==> src/rtl/b_history_state_if.sv <==
// Predictor/backend-facing bundle for the branch history state stage.
// The master drives the predictor results and backend resolve info; the slave returns the registered state.
interface b_history_state_if #(
    parameter int GHR_DEPTH = 20,
    parameter int ENTRY_W   = 9
);
    logic                          fetchReady;
    logic [31:0]                   nextPc;
    logic [4*ENTRY_W-1:0]          newGhrEntry;
    logic [2:0]                    newPassBNum;
    logic [7:0]                    newPendingB;
    logic                          gotErr;
    logic                          resolveValid;
    logic [2:0]                    resolveCount;
    logic                          mispredict;
    logic [31:0]                   mispredictPc;

    logic                          fetchValid;
    logic [31:0]                   currentPc;
    logic [GHR_DEPTH*ENTRY_W-1:0]  globalHistoryRegister;
    logic [7:0]                    pendingB;
    logic [2:0]                    counter;
    logic [31:0]                   correctPc;

    modport master (
        output fetchReady, nextPc, newGhrEntry, newPassBNum, newPendingB, gotErr,
               resolveValid, resolveCount, mispredict, mispredictPc,
        input  fetchValid, currentPc, globalHistoryRegister, pendingB, counter, correctPc
    );

    modport slave (
        input  fetchReady, nextPc, newGhrEntry, newPassBNum, newPendingB, gotErr,
               resolveValid, resolveCount, mispredict, mispredictPc,
        output fetchValid, currentPc, globalHistoryRegister, pendingB, counter, correctPc
    );
endinterface

==> src/rtl/b_history_state.sv <==
// Registered state behind the branch predictor: fetch PC, global history, pending/resolved B
// counts and the latched mispredict redirect target, committed on every accepted fetch group.
module b_history_state #(
    parameter int          GHR_DEPTH = 20,
    parameter int          ENTRY_W   = 9,
    parameter logic [31:0] PC_RESET  = 32'h0000_0000
) (
    input  logic             i_clk,
    input  logic             i_rst_n,
    b_history_state_if.slave bus
);
    localparam int GHR_W = GHR_DEPTH * ENTRY_W;
    localparam int NEW_W = 4 * ENTRY_W;

    typedef enum logic [1:0] {RUN, REDIRECT, FLUSH} stateT;

    stateT              state;
    stateT              nextState;
    logic [31:0]        pc;
    logic [31:0]        correctPc;
    logic [GHR_W-1:0]   ghr;
    logic [GHR_W-1:0]   ghrNext;
    logic [NEW_W-1:0]   insertMask;
    logic [7:0]         pendingB;
    logic [2:0]         counter;
    logic [2:0]         counterNext;
    logic [3:0]         counterSum;
    logic               fetchValid;
    logic               fire;
    logic               mispredictEvt;

    assign fetchValid    = (state != FLUSH);
    assign fire          = fetchValid & bus.fetchReady;
    assign mispredictEvt = bus.resolveValid & bus.mispredict;

    always_ff @(posedge i_clk or negedge i_rst_n) begin
        if (!i_rst_n) state <= FLUSH;
        else          state <= nextState;
    end

    // A mispredict always wins: it either enters REDIRECT or refreshes the target while there.
    always_comb begin
        nextState = state;
        case (state)
            RUN:      if (mispredictEvt) nextState = REDIRECT;
            REDIRECT: begin
                if (mispredictEvt)  nextState = REDIRECT;
                else if (fire)      nextState = FLUSH;
            end
            FLUSH:    nextState = mispredictEvt ? REDIRECT : RUN;
            default:  nextState = FLUSH;
        endcase
    end

    always_comb begin
        insertMask = '0;
        for (int k = 0; k < 4; k++) begin
            if (k < int'(bus.newPassBNum)) insertMask[k*ENTRY_W +: ENTRY_W] = '1;
        end
    end

    // On error the speculative entries sit at the young end, so shift them out toward entry 0.
    always_comb begin
        ghrNext = ghr;
        if (bus.gotErr) begin
            if (bus.newPendingB >= 8'(GHR_DEPTH)) ghrNext = '0;
            else ghrNext = ghr >> (ENTRY_W * int'(bus.newPendingB));
        end else if (bus.newPassBNum <= 3'd4) begin
            ghrNext = (ghr << (ENTRY_W * int'(bus.newPassBNum)))
                    | GHR_W'(bus.newGhrEntry & insertMask);
        end
    end

    assign counterSum = {1'b0, counter} + {1'b0, bus.resolveCount};

    always_comb begin
        counterNext = counter;
        if (fire)                  counterNext = bus.resolveValid ? bus.resolveCount : 3'd0;
        else if (bus.resolveValid) counterNext = (counterSum > 4'd7) ? 3'd7 : counterSum[2:0];
    end

    always_ff @(posedge i_clk or negedge i_rst_n) begin
        if (!i_rst_n) begin
            pc        <= PC_RESET;
            ghr       <= '0;
            pendingB  <= '0;
            counter   <= '0;
            correctPc <= '0;
        end else begin
            counter <= counterNext;
            if (fire) begin
                pc       <= bus.gotErr ? correctPc : bus.nextPc;
                pendingB <= bus.newPendingB;
                ghr      <= ghrNext;
            end
            if (mispredictEvt)            correctPc <= bus.mispredictPc;
            else if (fire && bus.gotErr)  correctPc <= '0;
        end
    end

    assign bus.fetchValid            = fetchValid;
    assign bus.currentPc             = pc;
    assign bus.globalHistoryRegister = ghr;
    assign bus.pendingB              = pendingB;
    assign bus.counter               = counter;
    assign bus.correctPc             = correctPc;
endmodule

==> src/flat_wrapper.sv <==
// flat-port wrapper written by rule: the top's interface ports become plain ports
module b_history_state_flat 
#(
    parameter int          GHR_DEPTH = 20,
    parameter int          ENTRY_W   = 9,
    parameter logic [31:0] PC_RESET  = 32'h0000_0000
)
  (i_clk, i_rst_n, bus_fetchReady, bus_nextPc, bus_newGhrEntry, bus_newPassBNum, bus_newPendingB, bus_gotErr, bus_resolveValid, bus_resolveCount, bus_mispredict, bus_mispredictPc, bus_fetchValid, bus_currentPc, bus_globalHistoryRegister, bus_pendingB, bus_counter, bus_correctPc);
  b_history_state_if #(.GHR_DEPTH(GHR_DEPTH), .ENTRY_W(ENTRY_W)) bus_i ();
  input  logic i_clk;
  input  logic i_rst_n;
  input wire logic [$bits(bus_i.fetchReady)-1:0] bus_fetchReady;
  input wire logic [$bits(bus_i.nextPc)-1:0] bus_nextPc;
  input wire logic [$bits(bus_i.newGhrEntry)-1:0] bus_newGhrEntry;
  input wire logic [$bits(bus_i.newPassBNum)-1:0] bus_newPassBNum;
  input wire logic [$bits(bus_i.newPendingB)-1:0] bus_newPendingB;
  input wire logic [$bits(bus_i.gotErr)-1:0] bus_gotErr;
  input wire logic [$bits(bus_i.resolveValid)-1:0] bus_resolveValid;
  input wire logic [$bits(bus_i.resolveCount)-1:0] bus_resolveCount;
  input wire logic [$bits(bus_i.mispredict)-1:0] bus_mispredict;
  input wire logic [$bits(bus_i.mispredictPc)-1:0] bus_mispredictPc;
  output wire logic [$bits(bus_i.fetchValid)-1:0] bus_fetchValid;
  output wire logic [$bits(bus_i.currentPc)-1:0] bus_currentPc;
  output wire logic [$bits(bus_i.globalHistoryRegister)-1:0] bus_globalHistoryRegister;
  output wire logic [$bits(bus_i.pendingB)-1:0] bus_pendingB;
  output wire logic [$bits(bus_i.counter)-1:0] bus_counter;
  output wire logic [$bits(bus_i.correctPc)-1:0] bus_correctPc;
  assign bus_i.fetchReady = bus_fetchReady;
  assign bus_i.nextPc = bus_nextPc;
  assign bus_i.newGhrEntry = bus_newGhrEntry;
  assign bus_i.newPassBNum = bus_newPassBNum;
  assign bus_i.newPendingB = bus_newPendingB;
  assign bus_i.gotErr = bus_gotErr;
  assign bus_i.resolveValid = bus_resolveValid;
  assign bus_i.resolveCount = bus_resolveCount;
  assign bus_i.mispredict = bus_mispredict;
  assign bus_i.mispredictPc = bus_mispredictPc;
  assign bus_fetchValid = bus_i.fetchValid;
  assign bus_currentPc = bus_i.currentPc;
  assign bus_globalHistoryRegister = bus_i.globalHistoryRegister;
  assign bus_pendingB = bus_i.pendingB;
  assign bus_counter = bus_i.counter;
  assign bus_correctPc = bus_i.correctPc;
  b_history_state #(.GHR_DEPTH(GHR_DEPTH), .ENTRY_W(ENTRY_W), .PC_RESET(PC_RESET)) u_core (.i_clk(i_clk), .i_rst_n(i_rst_n), .bus(bus_i));
endmodule
==> config.mk <==
export PLATFORM = sky130hd
export DESIGN_NAME = b_history_state_flat
export DESIGN_NICKNAME = d
export VERILOG_FILES = /design/src/rtl/b_history_state_if.sv /design/src/rtl/b_history_state.sv /design/src/flat_wrapper.sv
export SDC_FILE = /design/constraint.sdc
export NUM_CORES = 2
export LEC_CHECK = 0
export BUFFER_PORTS_ARGS = -buffer_cell sky130_fd_sc_hd__buf_2
export CAP_MARGIN = 5
export CORE_MARGIN = 3
export CORE_UTILIZATION = 30
export DETAILED_ROUTE_END_ITERATION = 8
export GPL_ROUTABILITY_DRIVEN = 1
export GPL_TIMING_DRIVEN = 0
export HOLD_SLACK_MARGIN = 0.1
export SYNTH_ARGS = -nofsm -noshare
export SYNTH_HDL_FRONTEND = slang
export SYNTH_SLANG_ARGS = --single-unit
==> constraint.sdc <==
create_clock -name i_clk -period 2.8 [get_ports i_clk]
set_input_delay 0.14 -clock i_clk [delete_from_list [all_inputs] [get_ports i_clk]]
set_output_delay 0.14 -clock i_clk [all_outputs]
set_load 0.03 [all_outputs]
==> summary.md, run 1 <==
| Metric | Value |
|---|---|
| Inst Count DP | 6278 |
| Total grt overflow | 4 |
| Xor/xnor share of the synthesized area | 0.144% |
| Routability congestion estimate | 1.21 |
| Post-synthesis register bit count | 257 |
| # rows | 127 |
| Post-Synth Adder-Cell Area | 0.556% |
| Gr usage total | 73.0% |
| Synthesized cell area | 36500 um^2 |
| Complex-gate fraction of the synthesized area | 24.8% |
| CTS root buf | clkbuf_16 |
| Initial Utilization | 30.3% |
| Failed at | global routing |
| Mean Syn Cell Area | 8.57 um^2 |
| H-tree depth | 2 |
| Fraction of registers with async set or reset after synthesis | 100% |
| Ys flop type | dfrtp_1 |
| CTS Buf Count | 37 |
| Io pins | 376 |
| Pin count of the biggest net entering global routing | 95 |
| Post-Synthesis Cells | 4256 |
| Synth cell types | 95 |
| Yosys warns | 0 |
| Synth Area in Simple Gates | 14.1% |
| Run status | did not finish |
| Clk buf depth | 3 |
| Post-synth EDFFs | 0 |
| Number of global-route vias before repair | 57842 |
| Num Clock Sinks | 257 |
| Die Y-Extent | 355 um |
| Hpwl dp | 342 mm |
| Die width | 355 um |
| Main combinational cell family by area after synthesis | multiplexers |
| IO buf count | 372 |
| Register area share after synthesis | 17.6% |
| Mux share of post-synthesis cell area | 35.6% |
| First Err | [ERROR GRT-0116] Global routing finished with congestion. Check the congestion regions in the DRC Viewer. |
| First-pass GRT wire length | 607 mm |
| Syn Nets | 4391 |
[synthesized netlist by cell type (10+ instances only)]
master     number  share of area (%)
nand2_1       526                5.4
nor2_1        444                4.6
mux4_2        362                 22
mux2i_1       316                8.7
clkbuf_1      276                2.8
o21ai_0       272                3.7
a21oi_1       265                3.6
dfrtp_1       256                 18
mux2_2        142                4.4
buf_2         120                1.6
o22ai_1       105                1.8
nor3_1         79                1.1
o21ai_1        73                1.0
a211oi_1       62                1.3
a22oi_1        61                1.3
o211ai_1       57                1.2
a221oi_1       52                1.2
o221ai_1       52                1.2
a22o_1         48                1.2
a31oi_1        47               0.81
buf_1          47               0.48
buf_4          45               0.93
inv_1          44               0.45
nand3_1        39               0.53
and2_1         26               0.45
o21a_1         22               0.45
o32ai_1        21               0.50
a221o_1        20               0.55
nand2b_1       20               0.34
o22a_1         19               0.46
o31ai_1        19               0.39
and3_1         18               0.31
buf_6          16               0.49
a21o_1         15               0.31
nor2b_1        15               0.26
nand4_1        14               0.24
a2111oi_0      13               0.31
ha_1           13               0.45
nor4_1         13               0.22
o2bb2ai_1      11               0.26
or2_2          11               0.19
or3_1          10               0.17
[timing repair]
item	in CTS
gates cloned	2
hold endpoints to repair	189
setup endpoints to repair	192
resized for setup	2011
hold buffers	97
pin swaps	190
buffers inserted	395
[stage by stage]
step                      worst slack, ps  hold slack (ps)  util [%]  area [um^2]
after detailed placement            -3210              219      34.1        41000
after floorplan                     -14.4             -156         -        36600
after CTS                            -340              105      45.6        54800
after global placement              -4000              366      33.7        40500
[routing by layer]
metal / track usage (%) / overflow
met3: 59.1 / 0
met1: 75.3 / 0
met4: 68.2 / 0
met2: 88.1 / 4
met5: 24.4 / 0
[kinds of logic after synthesis]
group / Yosys count
mux: 825
fa+ha+maj: 15
buf+inv: 562
xor+xnor: 6
flops: 257
compound gates: 1359
simple gates: 1232
==> run 2, diff against run 1 <==
--- a/config.mk
+++ b/config.mk
@@ -8,11 +8,11 @@
 export BUFFER_PORTS_ARGS = -buffer_cell sky130_fd_sc_hd__buf_2
 export CAP_MARGIN = 5
 export CORE_MARGIN = 3
-export CORE_UTILIZATION = 30
+export CORE_UTILIZATION = 20
 export DETAILED_ROUTE_END_ITERATION = 8
 export GPL_ROUTABILITY_DRIVEN = 1
 export GPL_TIMING_DRIVEN = 0
-export HOLD_SLACK_MARGIN = 0.1
+export PLACE_DENSITY_LB_ADDON = 0.15
 export SYNTH_ARGS = -nofsm -noshare
 export SYNTH_HDL_FRONTEND = slang
 export SYNTH_SLANG_ARGS = --single-unit
==> summary.md, run 2 <==
| Metric | Value |
|---|---|
| Vias per cell | 7.19 |
| Most common cell after layout, fill and taps aside | buf_4 |
| RSZ-0062 raised after global routing | true |
| Violated checks | max-capacitance violations, max-slew violations, negative setup slack |
| Routed Antenna Nets | 0 |
| Hold Crit Class | in -> reg |
| Most frequent cells in the layout | 483 x buf_4, 466 x nand2_1, 399 x buf_2 |
| Vias | 56468 |
| MaxCap Viol Count | 3 |
| GRT met1 Usage | 62.0% |
| Met2 Usage GRT | 74.1% |
| Num Clock Sinks | 257 (unchanged) |
| Relative slew slack | -6.27% |
| Yosys warns | 0 (unchanged) |
| Core footprint | 181000 um^2 |
| Pin count of the biggest net entering global routing | 101 |
| Clock-pin transition on the worst setup and hold timing paths | 60 ps |
| Most used cell, CP | buf_6 |
| CTS root buf | clkbuf_16 |
| Syn Nets | 4391 (unchanged) |
| Crit path max fanout | 10 |
| Routability congestion estimate | 1.11 (-8.4%) |
| Worst-Skew Late Latency | 770 ps |
| Final period utilization | 129% |
| Synthesized cell area | 36500 um^2 (unchanged) |
| Skew final | 95.8 ps |
| IO buf count | 372 (unchanged) |
| Depth of the worst register-to-register path | 9 |
| Worst Setup Path Type | reg -> reg |
| F_max | 276 MHz |
| CTS Buf Count | 42 (+14%) |
| Io pins | 376 (unchanged) |
| Gr usage total | 53.6% |
| DR iter-0 viols | 10232 |
| Die Y-Extent | 433 um (+22%) |
| Worst EP arrival | 4200 ps |
| Synth area leaders | mux4_2 22%, dfrtp_1 18%, mux2i_1 8.7%, nand2_1 5.4%, nor2_1 4.6% |
| Register area share after synthesis | 17.6% (unchanged) |
| DR WL/cell | 66.6 um |
| First-pass GRT wire length | 637 mm |
| H-tree depth | 2 (unchanged) |
| WL final | 523 mm |
| Critical Path RT | 3380 ps |
| Post-synth top area cell | mux4_2 |
| Worst slew pin tran | 1590 ps |
| Final setup vio count | 178 |
| Pleak | 0.0232 uW |
| TritonCTS clock tree | built |
| Initial Utilization | 20.1% (-10 points) |
| Final Power | 45600 uW |
| Post-synthesis register bit count | 257 (unchanged) |
| Die ar. | 188000 um^2 |
| Non-Filler Instances | 7854 |
| Run status | complete, but fails checks |
| Hold Path Stages | 5 |
| DRC | 0 |
| DRT Pass-1 Iters | 8 |
| Total grt overflow | 0 |
| Inst Count DP | 7071 (+13%) |
| Maximum VDD drop | 0.000473 V |
| Commonest cells post-synth | 526 x nand2_1, 444 x nor2_1, 362 x mux4_2 |
| Met3 usage | 23.5% |
| Share of layout cells above drive strength 1 | 56.1% |
| Mean Syn Cell Area | 8.57 um^2 (unchanged) |
| CP max stage delay | 1000 ps |
| # rows | 156 (+23%) |
| Fill count | 18912 |
| CP Launch Type | flip-flop |
| Hpwl dp | 409 mm (+20%) |
| Busiest grt layer | met2 |
| Worst Setup End Kind | flip-flop |
| Synth cell types | 95 (unchanged) |
| Critical-path top delay cell | a222oi_1 |
| P&R area growth vs syn | 66.0% |
| Clk buf depth | 3 (unchanged) |
| Die width | 433 um (+22%) |
| Post-synth EDFFs | 0 (unchanged) |
| Synth top area share | 22.3% (unchanged) |
| Number of flip-flops in the largest register | 180 |
| Max Slew Vio Count | 33 |
| Crit path cell chain | clkbuf_8 -> mux4_2 -> a222oi_1 -> buf_6 -> buf_6 -> o22ai_4 -> nor2_4 -> a2111oi_4 -> a221o_1 |
| Final Hold Fails | 0 |
| Post-Synthesis Cells | 4256 (unchanged) |
| Pwr Density | 754 nW/um^2 |
| Top-count cell post-synth | nand2_1 |
| Number of global-route vias before repair | 51261 |
| Ys flop type | dfrtp_1 |
| Final min period | 3620 ps |
| Final nets | 5526 |
| Initial antenna violation count | 77 |
| Fraction of registers with async set or reset after synthesis | 100% (unchanged) |
| Worst Slack Setup Final | -820 ps |
-- run 2: cell counts after synthesis --
No cell type changed its count.
-- run 2: routing by layer --
| layer | vias up | share of wire (%) |
|---|---|---|
| li1 | 18911 | - |
| met1 | 29109 | 36 |
| met2 | 6192 | 39 |
| met3 | 2230 | 13 |
| met4 | 26 | 12 |
| met5 | - | 0.15 |
-- run 2: cells by family (layout without fill, tap and decap cells) --
group,Yosys count,in the layout,synth area share [%]
AOI/OAI and AO/OA,1359,1359,24.8
xor gates and xnor gates,6,6,0.144
adders and majority gates,15,15,0.556
buffers and inverters,562,1729,7.18
DFF,257,257,17.6
muxes,825,825,35.6
other,0,61,0
and+or+nand+nor,1232,1232,14.1
-- run 2: final timing paths --
check	startpoint	end	slack, ps
setup reg to reg	u_core.bus.globalHistoryRegister[140]	u_core.bus.globalHistoryRegister[64]	-820
max in group asynchronous	i_rst_n	u_core.bus.globalHistoryRegister[167]	1020
hold / removal	bus_newGhrEntry[25]	u_core.bus.globalHistoryRegister[25]	10
min in group asynchronous	i_rst_n	u_core.bus.globalHistoryRegister[135]	40
hold reg to reg	u_core.bus.pendingB[7]	u_core.bus.pendingB[7]	470
setup / recovery	u_core.bus.globalHistoryRegister[140]	u_core.bus.globalHistoryRegister[64]	-820
-- run 2: through the flow --
| step | setup WS [ps] | utilization, % | TNS, ps | cell area [um^2] | hold WS [ps] |
|---|---|---|---|---|---|
| floorplan | -14.4 | - | -25.8 | 36600 | -156 |
| global placement | -5920 | 22.9 | -1812560 | 41500 | 364 |
| detailed placement | -3820 | 23.6 | -560260 | 42700 | 216 |
| CTS | -634 | 31.2 | -33240 | 56600 | 8.75 |
| global route | -633 | 33.4 | -45650 | 60400 | 8.27 |
| finish | -820 | 33.4 | -55750 | 60600 | 12.0 |
-- run 2: final cells by class --
class	count	area (um^2)	area share, %
repair buffers	1114	9690	16.0
multi-input cells	3437	34400	56.8
clock buffers	54	1190	1.96
well taps	2370	2970	4.90
diodes	61	153	0.252
plain buffers	487	4880	8.06
flip-flops and latches	257	6790	11.2
clock inverters	22	245	0.405
inverters	52	246	0.407
-- run 2: timing repair --
item / CTS / global route
endpoints found under the setup margin: 203 / 178
hold buffers: 87 / 1
pin swaps: 185 / 193
hold endpoints to repair: 166 / 1
setup buffers: 374 / 219
resized for setup: 2080 / 471
gates cloned: 2 / 3
-- run 2: critical path: cells and delay by family, from the launching register on --
family,cells,cell delay (ps)
buf+inv,3,650
flops,1,470
compound gates,4,1600
mux,1,540
simple gates,1,190
-- run 2: where the power goes --
group          internal [uW]  switching, uW  leakage [uW]
sequential              4450           2640       0.00306
combinational          10800          21800        0.0195
clock                   3220           2720      0.000696
(Power assumes the default switching activity.)
